[config.mk]
export PLATFORM = sky130hd
export DESIGN_NAME = alu_arbiter
export DESIGN_NICKNAME = d
export VERILOG_FILES = /design/src/rtl/alu_pkg.sv /design/src/rtl/proto_alu.sv /design/src/rtl/alu_arbiter.sv
export SDC_FILE = /design/constraint.sdc
export NUM_CORES = 1
export LEC_CHECK = 0
export ABC_AREA = 1
export BUFFER_PORTS_ARGS = -buffer_cell sky130_fd_sc_hd__buf_4
export CORE_AREA = 2 2 91 93
export DETAILED_ROUTE_END_ITERATION = 16
export DIE_AREA = 0 0 93 95
export PLACE_DENSITY = 0.77
export SYNTH_ARGS = -nofsm -noshare
export SYNTH_HDL_FRONTEND = slang
export SYNTH_HIERARCHICAL = 1
export SYNTH_SLANG_ARGS = --single-unit
[constraint.sdc]
create_clock -name clk -period 7.67 [get_ports clk]
set_input_delay 0.767 -clock clk [delete_from_list [all_inputs] [get_ports clk]]
set_output_delay 0.767 -clock clk [all_outputs]
set_load 0.01 [all_outputs]
[src/rtl/alu_pkg.sv]
// Shared opcode definitions for the ALU arbiter and its datapath.
package alu_pkg;

  localparam int unsigned OpWidth   = 2;
  localparam int unsigned FifoDepth = 2;

  typedef enum logic [OpWidth-1:0] {
    OpAdd = 2'd0,
    OpSub = 2'd1,
    OpAnd = 2'd2,
    OpOr  = 2'd3
  } alu_op_e;

endpackage

[src/rtl/proto_alu.sv]
// Single-cycle registered ALU: an operation presented in cycle N has its result valid in N+1.
module proto_alu
  import alu_pkg::*;
#(
  parameter int unsigned WIDTH = 8
) (
  input  logic               clk,
  input  logic               reset,
  input  logic               in_valid_i,
  input  logic [WIDTH-1:0]   a_i,
  input  logic [WIDTH-1:0]   b_i,
  input  logic [OpWidth-1:0] op_i,
  output logic               out_valid_o,
  output logic [WIDTH-1:0]   result_o
);

  logic [WIDTH-1:0] result_d, result_q;
  logic             valid_q;

  // ADD/SUB wrap naturally at WIDTH bits.
  always_comb begin
    result_d = '0;
    unique case (alu_op_e'(op_i))
      OpAdd: result_d = a_i + b_i;
      OpSub: result_d = a_i - b_i;
      OpAnd: result_d = a_i & b_i;
      OpOr:  result_d = a_i | b_i;
    endcase
  end

  always_ff @(posedge clk) begin
    if (reset) begin
      valid_q  <= 1'b0;
      result_q <= '0;
    end else begin
      valid_q <= in_valid_i;
      if (in_valid_i) begin
        result_q <= result_d;
      end
    end
  end

  assign out_valid_o = valid_q;
  assign result_o    = result_q;

endmodule

[src/rtl/alu_arbiter.sv]
// Round-robin arbiter sharing one proto_alu among NREQ requesters, with an in-order
// 2-entry response FIFO and a credit limit of two outstanding operations.
module alu_arbiter
  import alu_pkg::*;
#(
  parameter  int unsigned WIDTH = 8,
  parameter  int unsigned NREQ  = 4,
  localparam int unsigned IdW   = $clog2(NREQ)
) (
  input  logic                    clk,
  input  logic                    reset,
  input  logic [NREQ-1:0]         req_valid,
  output logic [NREQ-1:0]         req_ready,
  input  logic [NREQ*WIDTH-1:0]   req_operandA,
  input  logic [NREQ*WIDTH-1:0]   req_operandB,
  input  logic [NREQ*OpWidth-1:0] req_opcode,
  output logic                    rsp_valid,
  input  logic                    rsp_ready,
  output logic [WIDTH-1:0]        rsp_result,
  output logic [IdW-1:0]          rsp_id
);

  logic [WIDTH-1:0]   opa [NREQ];
  logic [WIDTH-1:0]   opb [NREQ];
  logic [OpWidth-1:0] opc [NREQ];

  for (genvar i = 0; i < NREQ; i++) begin : g_unpack
    assign opa[i] = req_operandA[i*WIDTH +: WIDTH];
    assign opb[i] = req_operandB[i*WIDTH +: WIDTH];
    assign opc[i] = req_opcode[i*OpWidth +: OpWidth];
  end

  logic [IdW-1:0] ptr_q, ptr_d, grant_idx, tag_q;
  logic           grant_found, credit_ok, handshake;
  int             cand;

  logic             alu_valid;
  logic [WIDTH-1:0] alu_result;

  logic [WIDTH-1:0] fifo_res_q [FifoDepth];
  logic [IdW-1:0]   fifo_id_q  [FifoDepth];
  logic             wr_q, rd_q;
  logic [1:0]       count_q;
  logic             push, pop;

  // First valid port at or above ptr, wrapping modulo NREQ.
  always_comb begin
    grant_found = 1'b0;
    grant_idx   = '0;
    cand        = 0;
    for (int k = 0; k < int'(NREQ); k++) begin
      cand = int'(ptr_q) + k;
      if (cand >= int'(NREQ)) begin
        cand = cand - int'(NREQ);
      end
      if (!grant_found && req_valid[cand]) begin
        grant_found = 1'b1;
        grant_idx   = IdW'(cand);
      end
    end
  end

  // The ALU stage (0/1) plus buffered responses (0..2) may never exceed FIFO capacity.
  assign credit_ok = (({1'b0, alu_valid} + count_q) < 2'd2);
  assign handshake = grant_found && credit_ok && !reset;
  assign req_ready = handshake ? (NREQ'(1) << grant_idx) : '0;

  always_comb begin
    ptr_d = ptr_q;
    if (handshake) begin
      ptr_d = (grant_idx == IdW'(NREQ - 1)) ? '0 : grant_idx + 1'b1;
    end
  end

  always_ff @(posedge clk) begin
    if (reset) begin
      ptr_q <= '0;
      tag_q <= '0;
    end else begin
      ptr_q <= ptr_d;
      if (handshake) begin
        tag_q <= grant_idx;
      end
    end
  end

  proto_alu #(
    .WIDTH(WIDTH)
  ) u_alu (
    .clk        (clk),
    .reset      (reset),
    .in_valid_i (handshake),
    .a_i        (opa[grant_idx]),
    .b_i        (opb[grant_idx]),
    .op_i       (opc[grant_idx]),
    .out_valid_o(alu_valid),
    .result_o   (alu_result)
  );

  assign push = alu_valid;
  assign pop  = rsp_valid && rsp_ready;

  always_ff @(posedge clk) begin
    if (reset) begin
      wr_q    <= 1'b0;
      rd_q    <= 1'b0;
      count_q <= 2'd0;
      for (int i = 0; i < int'(FifoDepth); i++) begin
        fifo_res_q[i] <= '0;
        fifo_id_q[i]  <= '0;
      end
    end else begin
      if (push) begin
        fifo_res_q[wr_q] <= alu_result;
        fifo_id_q[wr_q]  <= tag_q;
        wr_q             <= ~wr_q;
      end
      if (pop) begin
        rd_q <= ~rd_q;
      end
      if (push && !pop) begin
        count_q <= count_q + 2'd1;
      end else if (!push && pop) begin
        count_q <= count_q - 2'd1;
      end
    end
  end

  assign rsp_valid  = !reset && (count_q != 2'd0);
  assign rsp_result = rsp_valid ? fifo_res_q[rd_q] : '0;
  assign rsp_id     = rsp_valid ? fifo_id_q[rd_q] : '0;

endmodule

==> results <==
- In the finished design, the share of the clock period the worst path needs comes to 60.5%.
- The cell type with the highest occurrence count on the critical path is sky130_fd_sc_hd__nand2_1.
- The total of warnings raised by yosys is 6.
- The buffer count from post-CTS setup fixing is 0.
- The worst path setup slack after routing is 3030 ps.
- STA puts the critical path data required time at 7840 ps.
- After global routing the overflow that remains totals 0.
- The number of flops mapped to enable cells by yosys is 20.
- The number of antenna violations at the first check in global routing came to 0.
- The largest individual stage delay along the critical path comes from the cell sky130_fd_sc_hd__dfxtp_1.
- The total stage count of the critical path is 29.
- Including well taps, the total number of placed cells is 718.
- TritonCTS built the clock tree.
- The total of hold buffers inserted after clock tree synthesis is 0.
- No sink is reached through more buffers than the 2 on the longest clock path.
- The fraction of registers with async set or reset after synthesis is 0%.
- Counting the buffers created by CTS gives 5.
- In this run the tightest slew margin relative to its limit is 41.3%.
- The total number of nets in the final design is 711.
- By count the netlist is led by sky130_fd_sc_hd__nand2_1, sky130_fd_sc_hd__inv_1, sky130_fd_sc_hd__nor2_1.
- At the placement stage, the worst setup path has a slack of 2960 ps.
- The dominant cell type by area after synthesis is sky130_fd_sc_hd__nand2_1.
- The total count of hold-check failures in the final report came to 0.
- After synthesis, the netlist uses 39 different library cells.
- Setup repair after global routing left no endpoint under its margin.
- The critical path endpoint category is a flop.
- Derived from the worst setup path, the maximum achievable clock frequency is 215 MHz.
- The count of boundary I/O pins is 94.
- The largest driver fanout on the critical path is 39.
- The first TritonRoute pass finished after 4 iterations.
- At the end of routability-driven placement, the weighted congestion stood at 0.943.
- After synthesis the netlist holds a flip-flop and latch count of 38.
- The critical path is of the flop to flop type.
- Counting cells, the worst reg-to-reg path comes to 29.
- 0 antenna diodes ended up in the layout.
- Ranked by total cell area, the synthesized netlist is headed by sky130_fd_sc_hd__nand2_1, sky130_fd_sc_hd__edfxtp_1, sky130_fd_sc_hd__dfxtp_1.
- The first global-routing pass estimated 14.3 mm of wire.
- Excluding fillers, the count of instances in the completed layout stands at 726.
- Counting every net in the synthesized netlist gives 628.
- Of the post-synthesis cell area, the dominant cell type holds 23.4%.
- The total number of H-tree levels is 2.
- The number of instances in the synthesized netlist is 537.
- For the final database, setup skew stands at 3.86 ps.
- The sequential area share after synthesis is 27.7%.
- The die footprint is 0.00884 mm².
- Once detail routing completed, the nets flagged for antenna violations numbered 0.
- Data arrives at the worst endpoint at 4810 ps.
- After detailed routing, the number of remaining DRC violations is 0.
- The total number of clock tree sinks is 38.
- The transition time at the pin with the least slew margin is 881 ps.
- The critical path's top delay family is simple AND/OR/NAND/NOR gates.
- The most used standard cell by instance count after synthesis is sky130_fd_sc_hd__nand2_1.
- In this run the mean area of a mapped cell was 6.47 µm².
- The startpoint type of the worst setup path is a flop.
- The worst hold path passes through 2 cells.
- Summed over all failing endpoints, the final setup total negative slack is 0 ps.
- The critical path contains buffers and inverters numbering 6 combined.
- The detailed-route wire length is 8.29 mm.
- In this design, the stage delay of the slowest critical-path cell is 610 ps.
- The synthesized netlist occupies a cell area of 0.00347 mm².
- The floorplan core area is 0.00793 mm².
- The worst hold path belongs to the class flop to flop.
- The number of global-route vias before repair is 3,295.
- The clock latency at the later pin of the worst-skew pair is 290 ps.
- Cells with a size suffix above 1 make up 26.6% of the layout.
- The flip-flop cell with the highest count after synthesis is sky130_fd_sc_hd__edfxtp_1.
- The number of I/O port buffers is 93.
- The horizontal extent of the die is 93 µm.
- The flow ran to the end, and the final reports show no timing, DRC or antenna violations.
- The number of endpoints failing setup at the final stage is 0.
- The detailed placer's ending HPWL is 6.69 mm.
- The area growth from synthesis to layout is 22.3%.
- The initialized floorplan defines 33 standard-cell rows.
- The global-route usage over all layers is 19.5%.
- The vias after detailed routing is 3,479.
- The clock period minus final worst setup slack is 4640 ps.
- The reported max-cap violation count is 0.
- The clock-pin slew on the worst setup and hold paths is 70 ps.
- In this run, the number of DRC markers left after iteration 0 of detailed routing was 204.
- The final number of max-transition violations was 0.
- The count of cells resized by post-cts repair is 0.
- Using the TritonRoute via totals, the vias-per-cell ratio works out to 4.79.
- The pin count of the biggest net entering global routing is 40.
- The die height is 95 µm.
- The initial core utilization is 43.8%.
- The detail-routed net length per standard cell is 11.4 µm.
- Clock tree synthesis selected as its root buffer the cell sky130_fd_sc_hd__clkbuf_8.
[stage by stage]
step	utilization, %	hold WS (ps)	cell area (µm²)
global route	53.6	501	4250
CTS	53.6	485	4250
global placement	52.5	459	4160
finish	53.6	483	4250
detailed placement	52.5	474	4160
floorplan	-	445	3470
[final timing paths]
kind                                         from           endpoint  slack, ps
worst max-delay path                     ptr_q[0]  u_alu/result_o[6]       3030
worst min-delay path            u_alu/result_o[7]  u_alu/result_o[7]        480
worst max register to register           ptr_q[0]  u_alu/result_o[6]       3030
worst min register to register  u_alu/result_o[7]  u_alu/result_o[7]        480
[per-layer routing]
metal / wire length, µm / share of wire [%] / track usage [%]
met2: 3940 / 48 / 34.9
met3: 476 / 5.7 / 2.95
met5: 0 / 0 / 0
met4: 96 / 1.2 / 4.17
met1: 3770 / 45 / 24.8
[worst min-delay path, stage by stage (launching register included)]
cell                      delay [ps]
sky130_fd_sc_hd__dfxtp_1         310
sky130_fd_sc_hd__nand2_1          80
sky130_fd_sc_hd__a21oi_2          50
[cells by family (layout without fill, tap and decap cells)]
logic type | Yosys count | count (layout) | share of synthesized area (%)
buffers and inverters | 81 | 165 | 11.2
AO/OA/AOI/OAI | 45 | 45 | 7.49
XOR/XNOR | 7 | 7 | 1.76
AND/OR/NAND/NOR | 344 | 344 | 44.1
adder cells (fa/ha/maj) | 12 | 12 | 4.54
flip-flops | 38 | 38 | 27.7
multiplexers | 10 | 10 | 3.24
[sequential cells by signal, indices dropped and copies added, names as in the netlist, named ones only]
| signal | flops |
|---|---|
| fifo_id_q | 4 |
| u_alu/result_o | 8 |
| wr_q | 1 |
| tag_q | 2 |
| u_alu/out_valid_o | 1 |
| ptr_q | 2 |
| rd_q | 1 |
| fifo_res_q | 16 |
| count_q | 2 |
[layout make-up]
cell class | instances | area (µm²)
Fill cell | 774 | 3680
Multi-Input combinational cell | 418 | 2130
Sequential cell | 38 | 961
Timing Repair Buffer | 93 | 698
Inverter | 64 | 243
Tap cell | 105 | 131
Clock buffer | 7 | 86.3
Clock inverter | 1 | 5.00
[placed cells by master (no fill, tap or decap), types with 7 or more instances in the layout]
master                     instances
sky130_fd_sc_hd__a21oi_1          18
sky130_fd_sc_hd__buf_4            93
sky130_fd_sc_hd__dfxtp_1          18
sky130_fd_sc_hd__edfxtp_1         20
sky130_fd_sc_hd__ha_1             11
sky130_fd_sc_hd__inv_1            59
sky130_fd_sc_hd__mux2_2           10
sky130_fd_sc_hd__nand2_1         217
sky130_fd_sc_hd__nand2_2          32
sky130_fd_sc_hd__nand3_1          25
sky130_fd_sc_hd__nor2_1           44
sky130_fd_sc_hd__o21ai_0          17
sky130_fd_sc_hd__xor2_1            7
Power is not shown: default switching activity piles up to over one toggle a cycle in this logic, so the estimate is an artifact.
